--- src/rtl/apple2_disk_pkg.sv ---
// ---------------------------------------------------------------------------
// apple2_disk_pkg
// Shared constants for the Apple-II track loader and the track writeback
// engine, plus the writeback FSM state type.
//   SECTORS      : 512-byte sectors per track image
//   SECTOR_BYTES : bytes per hps_io sector
//   TRACK_BYTES  : size of the track buffer in bytes
//   TRACK_W      : width of the drive track number
// ---------------------------------------------------------------------------
package apple2_disk_pkg;

  localparam int SECTORS      = 13;
  localparam int SECTOR_BYTES = 512;
  localparam int TRACK_BYTES  = SECTORS * SECTOR_BYTES;  // 6656
  localparam int TRACK_W      = 6;

  typedef enum logic [1:0] {
    IDLE  = 2'd0,
    START = 2'd1,
    WRITE = 2'd2,
    DONE  = 2'd3
  } wb_state_t;

endpackage

--- src/rtl/disk_track_writeback.sv ---
// ---------------------------------------------------------------------------
// disk_track_writeback
// Watches the track buffer for writes from the disk controller and, before
// the drive leaves the track (or on an explicit flush), streams the whole
// dirty track back to the mounted image through the hps_io sector port.
// While a writeback runs, busy holds off the track loader and cpu_wait
// stalls the CPU.
//
// Ports:
//   clk_sys        system clock
//   reset          asynchronous, active-high reset
//   track          track currently selected by the drive
//   track_we       controller wrote a track RAM byte this cycle
//   flush          one-cycle request to write back the current track if dirty
//   img_mounted    pulse: new image mounted (aborts everything)
//   img_readonly   image is read-only; writes never mark the track dirty
//   img_present    image size is non-zero
//   sd_lba         sector LBA presented to hps_io
//   sd_wr          sector write request to hps_io
//   sd_ack         hps_io acknowledge, high for one sector transfer
//   sd_buff_addr   byte index within the sector, driven by hps_io
//   sd_buff_din    byte returned to hps_io (registered track RAM data)
//   tram_addr      track RAM read address {sec, sd_buff_addr}
//   tram_dout      track RAM read data (1-cycle latency)
//   busy           writeback in progress
//   cpu_wait       stall request to the CPU
//   wb_done        one-cycle pulse when a writeback completes
//   state_dbg      current FSM state (wb_state_t encoding)
//
// Handshake: sd_wr is held high from START until the rising edge of the
// ack of the last sector; every sd_ack high period is one sector transfer,
// and sector bookkeeping advances on the ack falling edge.
// ---------------------------------------------------------------------------
module disk_track_writeback #(
  parameter int SECTORS = apple2_disk_pkg::SECTORS,
  parameter int TRACK_W = apple2_disk_pkg::TRACK_W
) (
  input  logic               clk_sys,
  input  logic               reset,
  input  logic [TRACK_W-1:0] track,
  input  logic               track_we,
  input  logic               flush,
  input  logic               img_mounted,
  input  logic               img_readonly,
  input  logic               img_present,
  output logic [31:0]        sd_lba,
  output logic               sd_wr,
  input  logic               sd_ack,
  input  logic [8:0]         sd_buff_addr,
  output logic [7:0]         sd_buff_din,
  output logic [12:0]        tram_addr,
  input  logic [7:0]         tram_dout,
  output logic               busy,
  output logic               cpu_wait,
  output logic               wb_done,
  output logic [1:0]         state_dbg
);

  import apple2_disk_pkg::*;

  localparam logic [3:0] SEC_LAST = 4'(SECTORS - 1);

  wb_state_t          state;
  wb_state_t          state_nx;
  logic [TRACK_W-1:0] cur_track;
  logic [TRACK_W-1:0] wb_track;
  logic [3:0]         sec;
  logic               dirty;
  logic               redirty;
  logic               old_ack;

  logic ack_rise;
  logic ack_fall;
  logic mark;
  logic track_changed;
  logic start_wb;

  assign ack_rise      = sd_ack & ~old_ack;
  assign ack_fall      = ~sd_ack & old_ack;
  // Only writes that could ever reach the image count as modifications.
  assign mark          = track_we & ~img_readonly & img_present;
  assign track_changed = (track != cur_track);
  // A track change and a flush both write back cur_track; when they
  // coincide a single writeback covers both and the flush is consumed.
  assign start_wb      = (state == IDLE) & (track_changed | flush) &
                         dirty & img_present;

  assign tram_addr = {sec, sd_buff_addr};
  assign state_dbg = state;

  always_comb begin
    state_nx = state;
    case (state)
      IDLE:    if (start_wb) state_nx = START;
      START:   state_nx = WRITE;
      // sd_wr already dropped on the last sector's ack rise, so the
      // following fall ends the track.
      WRITE:   if (ack_fall & ~sd_wr) state_nx = DONE;
      DONE:    state_nx = IDLE;
      default: state_nx = IDLE;
    endcase
    if (img_mounted) state_nx = IDLE;
  end

  always_ff @(posedge clk_sys or posedge reset) begin
    if (reset) state <= IDLE;
    else       state <= state_nx;
  end

  always_ff @(posedge clk_sys or posedge reset) begin
    if (reset) begin
      sd_lba      <= 32'd0;
      sd_wr       <= 1'b0;
      sd_buff_din <= 8'd0;
      busy        <= 1'b0;
      cpu_wait    <= 1'b0;
      wb_done     <= 1'b0;
      cur_track   <= '0;
      wb_track    <= '0;
      sec         <= 4'd0;
      dirty       <= 1'b0;
      redirty     <= 1'b0;
      old_ack     <= 1'b0;
    end else begin
      old_ack     <= sd_ack;
      sd_buff_din <= tram_dout;
      wb_done     <= 1'b0;
      if (img_mounted) begin
        // A transfer already acknowledged is left to finish in hps_io;
        // its ack edges are ignored from IDLE.
        sd_wr     <= 1'b0;
        busy      <= 1'b0;
        cpu_wait  <= 1'b0;
        dirty     <= 1'b0;
        redirty   <= 1'b0;
        sec       <= 4'd0;
        cur_track <= track;
      end else begin
        case (state)
          IDLE: begin
            if (mark) dirty <= 1'b1;
            if (start_wb) begin
              wb_track <= cur_track;
              busy     <= 1'b1;
              cpu_wait <= 1'b1;
            end else if (track_changed) begin
              cur_track <= track;
            end
          end
          START: begin
            sd_lba <= 32'(wb_track) * 32'(SECTORS);
            sec    <= 4'd0;
            sd_wr  <= 1'b1;
            if (mark) redirty <= 1'b1;
          end
          WRITE: begin
            // Writes landing while the track streams out may hit sectors
            // already sent, so the track stays dirty after this pass.
            if (mark) redirty <= 1'b1;
            if (ack_rise) begin
              sd_lba <= sd_lba + 32'd1;
              if (sec == SEC_LAST) sd_wr <= 1'b0;
            end
            if (ack_fall) sec <= sec + 4'd1;
          end
          DONE: begin
            dirty     <= redirty | mark;
            redirty   <= 1'b0;
            cur_track <= track;
            busy      <= 1'b0;
            cpu_wait  <= 1'b0;
            wb_done   <= 1'b1;
          end
          default: ;
        endcase
      end
    end
  end

endmodule

--- config.mk ---
export PLATFORM = sky130hd
export DESIGN_NAME = disk_track_writeback
export DESIGN_NICKNAME = d
export VERILOG_FILES = /design/src/rtl/apple2_disk_pkg.sv /design/src/rtl/disk_track_writeback.sv
export SDC_FILE = /design/constraint.sdc
export NUM_CORES = 1
export LEC_CHECK = 0
export ABC_AREA = 1
export CAP_MARGIN = 25
export CORE_ASPECT_RATIO = 0.7
export CORE_MARGIN = 4
export CORE_UTILIZATION = 30
export CTS_CLUSTER_SIZE = 14
export DETAILED_ROUTE_END_ITERATION = 10
export SYNTH_ARGS = -nofsm -noshare
export SYNTH_HDL_FRONTEND = slang
export SYNTH_SLANG_ARGS = --single-unit
--- constraint.sdc ---
create_clock -name clk_sys -period 2.3 [get_ports clk_sys]
set_clock_uncertainty 0.1 [all_clocks]
set_input_delay 0.69 -clock clk_sys [delete_from_list [all_inputs] [get_ports clk_sys]]
set_output_delay 0.69 -clock clk_sys [all_outputs]
set_load 0.05 [all_outputs]
Word-level counts from Yosys, hierarchy flattened
Cells that the tools add are included.
{"block": "word_totals", "regBits": 64, "latchBits": 0, "ram_bits": 0, "romBits": 0, "n_memories": 0}
{"block": "op_classes", "addsub": 2, "n_mul": 1, "div": 0, "order_cmp": 0, "n_eq_ne": 15, "shifts": 0, "mux": 27, "bitwise_logic": 15, "reduce_logical": 15}
{"cell": "$pmux 32 s2", "n": 1}
{"cell": "$add 32x1->32 const B", "n": 1}
{"cell": "$mux 32", "n": 1}
{"cell": "$ne 3x3->1 const B", "n": 8}
{"cell": "$mux 6", "n": 3}
{"cell": "$pmux 6 s2", "n": 1}
{"cell": "$reduce_and 3->1", "n": 4}
{"cell": "$mul 6x4->10 const B", "n": 1}
{"cell": "$mux 1", "n": 10}
{"cell": "$reduce_and 2->1", "n": 5}
{"cell": "$reduce_bool 3->1", "n": 3}
{"cell": "$and 1x1->1", "n": 8}
{"cell": "$mux 4", "n": 2}
{"cell": "$pmux 1 s2", "n": 4}
{"cell": "$pmux 2 s4", "n": 1}
{"cell": "$pmux 4 s2", "n": 1}
{"cell": "$mux 2", "n": 3}
{"cell": "$ne 6x6->1", "n": 1}
{"cell": "$not 1->1", "n": 5}
{"cell": "$add 4x1->4 const B", "n": 1}
{"cell": "$eq 2x2->1 const B", "n": 2}
{"cell": "$eq 4x4->1 const B", "n": 1}
{"cell": "$ne 3x1->1 const B", "n": 1}
{"cell": "$eq 2x1->1 const B", "n": 1}
{"cell": "other kinds (5)", "n": 6}

Longest topological paths before layout
Gate-level depths: netlist of the first run.
{"block": "logic_depth", "ltp_word": 8, "ltp_mapped": 14}

Least setup slack after synthesis of the first run
No wires, ideal clock.
{"block": "synth_path", "path_kind": "flip-flop to flip-flop", "start": "reg wb_track[2]", "end": "reg sd_lba[8]", "setup_ns": 0.122, "arrival_ns": 2.218, "required_time_ns": 2.078, "path_slack_ns": -0.140, "path_stages_with_launch": 13, "n_path_buf": 0, "synth_period_minus_slack_ns": 2.440, "cell_sequence": "dfrtp_1 -> ha_1 -> inv_1 -> fa_1 -> inv_1 -> ha_1 -> nand2_1 -> nand2_1 -> nand2_1 -> nand3_1 -> or2_2 -> nand2_1 -> a21oi_1"}
{"block": "synth_via", "elab_chain_cells": 2}
{"item": "start: declaration", "line_no": "disk_track_writeback.sv:66", "source": "logic [TRACK_W-1:0] wb_track;"}
{"item": "start signal: assignment", "line_no": "disk_track_writeback.sv:143", "source": "wb_track <= cur_track;"}
{"item": "$mul 6x4->10", "line_no": "disk_track_writeback.sv:151", "source": "sd_lba <= 32'(wb_track) * 32'(SECTORS);"}
{"item": "$pmux 32 s2", "line_no": "disk_track_writeback.sv:139", "source": "case (state)"}
{"item": "end signal: assignment", "line_no": "disk_track_writeback.sv:151"}
{"item": "end signal: assignment", "line_no": "disk_track_writeback.sv:161", "source": "sd_lba <= sd_lba + 32'd1;"}
{"item": "end: declaration", "line_no": "disk_track_writeback.sv:46", "source": "output logic [31:0] sd_lba,"}
No other way between the ends.
A chain may end at the register's enable or synchronous reset.

Final worst setup path of the first run
{"block": "layout_path", "start": "reg wb_track[2]", "end": "reg sd_lba[5]"}
Same word-level chain as after synthesis.

==> impl_results.md, run 1 <==
- Outcome: complete, but fails checks
- Failing checks: setup timing
- Syn. warnings: 0
- Switch Pwr: 0.00318 W
- Final wirelength: 11,700 µm
- First-pass GRT wire length: 18,800 µm
- Hold Crit Start: cur_track[2]$_DFFE_PP0P_
- CP Class: flop to flop
- Ys async rst share: 100%
- Core area: 14,000 µm²
- Final Worst Setup Slack: -125 ps
- CTS max path bufs: 2
- Max Freq: 0.412 GHz
- Final Non-Filler Cells: 872
- Vias after detailed routing: 4,086
- Overall Global Routing Usage: 14.5%
- MaxCap Viol Count: 0
- Post-DP HPWL: 9040 µm
- Insertion delay to the later sink of the worst-skew pair: 330 ps
- Syn nets: 632
- Fin crit share: 105%
- PortBufs: 71
- Filler instances: 1,402
- Worst setup EP type: flop
- CTS buffer count: 9
- Die W: 151 µm
- Layout cells sized above 1: 24.9%
- WL per Instance: 13.4 µm
- Crit-path cells: buf_4, ha_4, fa_2, fa_2, xor2_1, o22ai_1, o2bb2ai_1, inv_1
- Peak supply drop: 0.000598 V
- Antenna violations before repair: 0
- RSZ-0062 raised after global routing: yes
- Clk sink count: 64
- Pint: 0.00395 W
- Worst setup startpoint: wb_track[2]$_DFFE_PP0P_
- DRT Pass-1 Iters: 5
- Rows: 36
- CP most frequent cell: fa_2
- Clock root buffer: clkbuf_16
- Slew headroom: 66.4%
- Critical path peak fanout: 3
- I/O pin total: 90
- Yosys reg bits: 64
- Post-synth EDFFs: 0
- Slew Viols, Final: 0
- Clk slew on worst S/H paths: 60 ps
- Area added between synthesis and finish: 34.9%
- Initial drt markers: 348
- Mapped Avg Cell Area: 7.45 µm²
- Most common flop cell mapped by yosys: dfrtp_1
- Sw Share: 44.6%
- Starting Density: 30.7%
- Register area share after synthesis: 37.4%
- Synth Cell Area: 4280 µm²
- CTS tree: done
- Overflow after GRT: 0
- Clock Power Share: 19.6%
- Final hold violations: 0
- Hold Path Class: flop to flop
- CTS Hold Bufs: 0
- Worst path bufs/invs: 2
- H-tree depth: 3
- Max incr delay on CP: 450 ps
- Cell count after synthesis: 575
- CP max stage cell: fa_2
- P_leak: 2.81 nW
- Flop pwr share: 23.4%
- Worst slew pin tran: 503 ps
- Drc violations: 0
- Final Util: 41.4%
- Vias per cell: 4.69
- Fin nets: 734
- Power Density: 1230 nW/µm²
- Setup violators final: 5
- Crit start category: flop
- Placed Instances: 853
- Worst path required time: 2420 ps
- Setup TNS: -417 ps
- R2R Path Start: wb_track[2]$_DFFE_PP0P_
- Logic pwr share: 57.0%
- Ant. Diodes: 0
- Cell family with most CP delay: adder cells
- Largest net degree at the start of global routing: 44
- Post-DRT Antenna Nets: 0
- Die H: 108 µm
- Vias in the first global route: 3,842
- Die Area: 16,300 µm²
- Crit path arrival time: 2550 ps
- Gpl congestion: 0.928
- Final worst path period need: 2420 ps
- Post-synth cell types: 39
==> cell type report <==
cell class,instances,area (µm²),area share [%]
Clock buffer,11,253,4.38
Timing Repair Buffer,112,945,16.4
Tap cell,190,238,4.12
Sequential cell,64,1600,27.7
Clock inverter,5,55.1,0.953
Inverter,72,275,4.77
Multi-Input combinational cell,418,2410,41.7
==> worst min-delay path: cells and delay by family (launching register included) <==
family	cells	cell delay [ps]
flops	1	360
simple gates	2	110
==> cells in the mapped netlist, types with 2 or more instances <==
master	instances	share of area, %
nand2_1	173	15
dfrtp_1	64	37
inv_1	64	5.6
nor2_1	52	4.6
nand3_1	32	3.7
a21oi_1	24	2.8
ha_1	23	6.7
o21ai_0	17	2.0
nor3_1	15	1.8
nand4_1	14	2.0
buf_4	13	2.3
o21ai_1	10	1.2
nand2_2	9	1.3
nor2_4	9	2.4
inv_2	7	0.61
buf_2	6	0.70
xor2_1	5	1.0
nand3_2	4	0.93
fa_1	3	1.4
nand2_4	3	0.79
or2_2	3	0.44
a31oi_1	2	0.29
clkbuf_1	2	0.18
nor3_2	2	0.47
o21a_1	2	0.35
o21ai_2	2	0.41
o22ai_1	2	0.29
xnor2_1	2	0.41
==> sequential cells by signal (all words and copies together) (netlist names) <==
name / count
sd_buff_din: 8
sd_wr: 1
redirty: 1
state_dbg: 2
sec: 4
cur_track: 6
wb_done: 1
dirty: 1
old_ack: 1
wb_track: 6
sd_lba: 32
cpu_wait: 1
==> placed cells by master (no fill, tap or decap), types with 3 or more instances in the layout <==
cell type and n:
nand3_2 6, clkbuf_16 9, ha_4 4, o21ai_1 11
dfrtp_1 64, nor2_1 51, o21ai_0 16, clkinvlp_4 3
a21oi_1 21, nand4_1 14, clkinv_2 3, nand2_1 168
nand2_2 13, nor3_1 14, nand3_1 30, inv_1 59
nor2_4 10, clkdlybuf4s50_1 28, ha_1 17, inv_2 11
nor3_2 3, a21oi_2 3, xor2_1 5, nand2_4 4
buf_4 80
==> metrics by stage <==
step / hold slack [ps] / area [µm²] / setup WS, ps / power (W)
after global routing: 430 / 5780 / -216 / 0.00772
after detailed placement: 385 / 5320 / -119 / 0.00519
after floorplan: 353 / 4300 / -42.8 / 0.00402
final: 399 / 5780 / -125 / 0.00713
after CTS: 399 / 5650 / -48.8 / 0.00670
after global placement: 366 / 5320 / -104 / 0.00513
==> path summary, 6_finish.rpt <==
path                                       endpoint  slack [ps]  depth (start not counted)
setup / recovery              sd_lba[5]$_DFFE_PP0P_        -120                          8
hold / removal             cur_track[2]$_DFFE_PP0P_         400                          2
setup reg to reg              sd_lba[5]$_DFFE_PP0P_        -120                          8
hold reg to reg            cur_track[2]$_DFFE_PP0P_         400                          2
max in group asynchronous     sd_lba[8]$_DFFE_PP0P_        1170                          3
min in group asynchronous    sd_lba[26]$_DFFE_PP0P_         660                          3
==> kinds of logic after synthesis <==
logic type,after synthesis,synth area share [%]
AND/OR/NAND/NOR,322,35.4
buffers and inverters,93,9.49
flip-flops,64,37.4
AO/OA/AOI/OAI,63,8.15
adder cells (fa/ha/maj),26,8.12
XOR/XNOR,7,1.43
==> routing by layer <==
layer / track usage [%] / share of wire (%) / vias to the layer above
li1: - / - / 2040
met2: 21.3 / 44 / 125
met1: 20.8 / 48 / 1909
met5: 0 / 0 / -
met4: 4.40 / 1.3 / 0
met3: 3.94 / 7.1 / 12
==> timing repair <==
action	in CTS	in global routing
endpoints found under the setup margin	5	6
gates resized for setup	6	25
setup buffers	0	3
pin swaps	9	19
==> power groups by stage <==
stage | Combinational [W] | Sequential, W | Clock [W]
2_1_floorplan | 0.00198 | 0.00204 | 0
3_3_place_gp | 0.00345 | 0.00167 | 0
3_5_place_dp | 0.00351 | 0.00169 | 0
4_1_cts | 0.00358 | 0.00167 | 0.00144
5_1_grt | 0.00451 | 0.00171 | 0.00150
6_report | 0.00406 | 0.00167 | 0.00140
Power figures use the tool's default switching activity.
==> run 2, diff against run 1 <==
Settings changed: CORE_MARGIN 4 to 10.
==> impl_results.md, run 2 (synthesis results as in run 1) <==
- Outcome: complete, but fails checks
- Failing checks: setup timing
- Clk sink count: 64 (unchanged)
- Placement Setup Slack: -139 ps (-19.3 ps)
- RSZ-0062 raised after global routing: yes
- Max FFs per register: 32 (unchanged)
- CP Class: flop to flop
- Setup violators final: 2 (-3)
- Pint: 0.00404 W (+2.3%)
- Die Area: 19,500 µm² (+20%)
- Logic pwr share: 55.7% (-1.3 points)
- Setup TNS: -31.8 ps (+385 ps)
- Clock root buffer: clkbuf_16
- PortBufs: 71 (unchanged)
- Largest Register: sd_lba
- Final Util: 41.6% (+0.24 points)
- Final Worst Setup Slack: -24.5 ps (+100 ps)
- Vias per cell: 4.69 (about the same)
- Slew Viols, Final: 0 (unchanged)
- Worst path required time: 2420 ps (about the same)
- Hold Crit Start: cur_track[2]$_DFFE_PP0P_
- Sw Share: 43.4% (-1.1 points)
- DRT Pass-1 Iters: 5 (unchanged)
- Vias in the first global route: 3,980 (+3.6%)
- Overflow after GRT: 0 (unchanged)
- Reg2reg setup slack: -20 ps (+100 ps)
- Final hold violations: 0 (unchanged)
- Ant. Diodes: 0 (unchanged)
- Hold Path Class: flop to flop
- R2R Path Start: wb_track[2]$_DFFE_PP0P_
- R2R cell count: 12 (+4)
- Hold Path End: cur_track[2]$_DFFE_PP0P_
- CTS tree: done
- Worst hold path depth: 2 (unchanged)
- Area added between synthesis and finish: 35.6%
- Starting Density: 30.7% (unchanged)
- CTS buffer count: 9 (unchanged)
- Insertion delay to the later sink of the worst-skew pair: 340 ps (about the same)
- Finished Cell Area: 5810 µm² (+0.58%)
- Fin crit share: 101% (-4.3 points)
- MaxCap Viol Count: 0 (unchanged)
- Post-DP HPWL: 9380 µm (+3.7%)
- Worst setup EP type: flop
- Drc violations: 0 (unchanged)
- P_leak: 2.81 nW (about the same)
- Worst slew pin tran: 497 ps (-6.20 ps)
- Power Density: 1230 nW/µm² (-0.37%)
- Overall Global Routing Usage: 12.4% (-2.1 points)
- Initial drt markers: 309 (-11%)
- H-tree depth: 3 (unchanged)
- Critical path peak fanout: 6 (+3)
- Layout cells sized above 1: 24.0% (-0.96 points)
- Filler instances: 1,407 (+0.36%)
- Rows: 36 (unchanged)
- Flop pwr share: 23.3% (about the same)
- Area after DPL: 5350 µm² (+0.56%)
- Crit path arrival time: 2450 ps (-100 ps)
- Antenna violations before repair: 0 (unchanged)
- Die H: 120 µm (+11%)
- Slew headroom: 66.7% (+0.36 points)
- Fin nets: 732 (-0.27%)
- Crit start category: flop
- Final wirelength: 11,900 µm (+1.3%)
- Max Freq: 0.430 GHz (+4.3%)
- Peak supply drop: 0.000534 V (-11%)
- First-pass GRT wire length: 20,100 µm (+6.9%)
- Gpl congestion: 0.982 (+5.9%)
- Most common cell after layout, fill and taps aside: nand2_1
- Largest net degree at the start of global routing: 28 (-36%)
- Post-DRT Antenna Nets: 0 (unchanged)
- Core area: 14,000 µm² (unchanged)
- WL per Instance: 13.6 µm (+1.5%)
- Vias after detailed routing: 4,076 (-0.24%)
- Switch Pwr: 0.00311 W (-2.3%)
- Regs by FF count: sd_lba x32, sd_buff_din x8
- Die W: 163 µm (+8.0%)
- Clk slew on worst S/H paths: 60 ps (about the same)
- FF-to-FF End: sd_lba[8]$_DFFE_PP0P_
- Final worst path period need: 2320 ps (-100 ps)
- I/O pin total: 90 (unchanged)
- Clock Power Share: 21.0% (+1.4 points)
- CTS max path bufs: 2 (unchanged)
- Most frequent cells in the layout: nand2_1 (169), buf_4 (75), dfrtp_1 (63)
## run 2: per-layer routing
metal  part of all wire, %  GRT usage, %
met5                     0             0
met3                   6.7          3.24
met4                   1.7          4.55
met2                    42          18.6
met1                    49          16.9
## run 2: worst max-delay path: stages (launching register included)
cell and delay (ps):
dfrtp_1 400, ha_1 290, inv_1 40, fa_1 490, inv_2 50, ha_4 240
nand2_2 70, nand2_2 60, nand2_2 70, nand3_2 60, or2_4 230, nand2_2 60
a21oi_2 40
## run 2: cell type report
type	instances	area, µm²	share of cell area (%)
well taps	190	238	4.09
clock buffers	10	239	4.11
multi-input cells	418	2410	41.4
clock inverters	6	82.6	1.42
inverters	72	275	4.74
repair buffers	110	965	16.6
flip-flops and latches	64	1600	27.6
## run 2: what timing repair did
action	CTS	global route
pin swaps	10	5
hold buffers	0	0
buffers inserted	1	1
endpoints found under the setup margin	5	5
resized for setup	8	16
## run 2: worst max path at each step
| stage | start | to | slack (ps) |
|---|---|---|---|
| after floorplan | wb_track[2]$_DFFE_PP0P_ | sd_lba[8]$_DFFE_PP0P_ | -40 |
| after global placement | wb_track[2]$_DFFE_PP0P_ | sd_lba[8]$_DFFE_PP0P_ | -90 |
| after detailed placement | wb_track[2]$_DFFE_PP0P_ | sd_lba[8]$_DFFE_PP0P_ | -140 |
| after CTS | wb_track[2]$_DFFE_PP0P_ | sd_lba[8]$_DFFE_PP0P_ | -10 |
| after global routing | wb_track[2]$_DFFE_PP0P_ | sd_lba[6]$_DFFE_PP0P_ | -130 |
| final | wb_track[2]$_DFFE_PP0P_ | sd_lba[8]$_DFFE_PP0P_ | -20 |
## run 2: power groups by stage
| stage | combinational (W) | clock (W) | sequential, W |
|---|---|---|---|
| after floorplan | 0.00198 | 0 | 0.00204 |
| after global placement | 0.00349 | 0 | 0.00167 |
| after detailed placement | 0.00354 | 0 | 0.00168 |
| after CTS | 0.00371 | 0.00154 | 0.00166 |
| after global routing | 0.00445 | 0.00158 | 0.00171 |
| final | 0.00398 | 0.00150 | 0.00166 |
## run 2: metrics by stage
step | std cells | hold slack, ps | power, W
floorplan | 575 | 353 | 0.00402
global placement | 852 | 369 | 0.00516
finish | 870 | 397 | 0.00715
global route | 870 | 428 | 0.00774
CTS | 869 | 399 | 0.00691
detailed placement | 852 | 386 | 0.00522
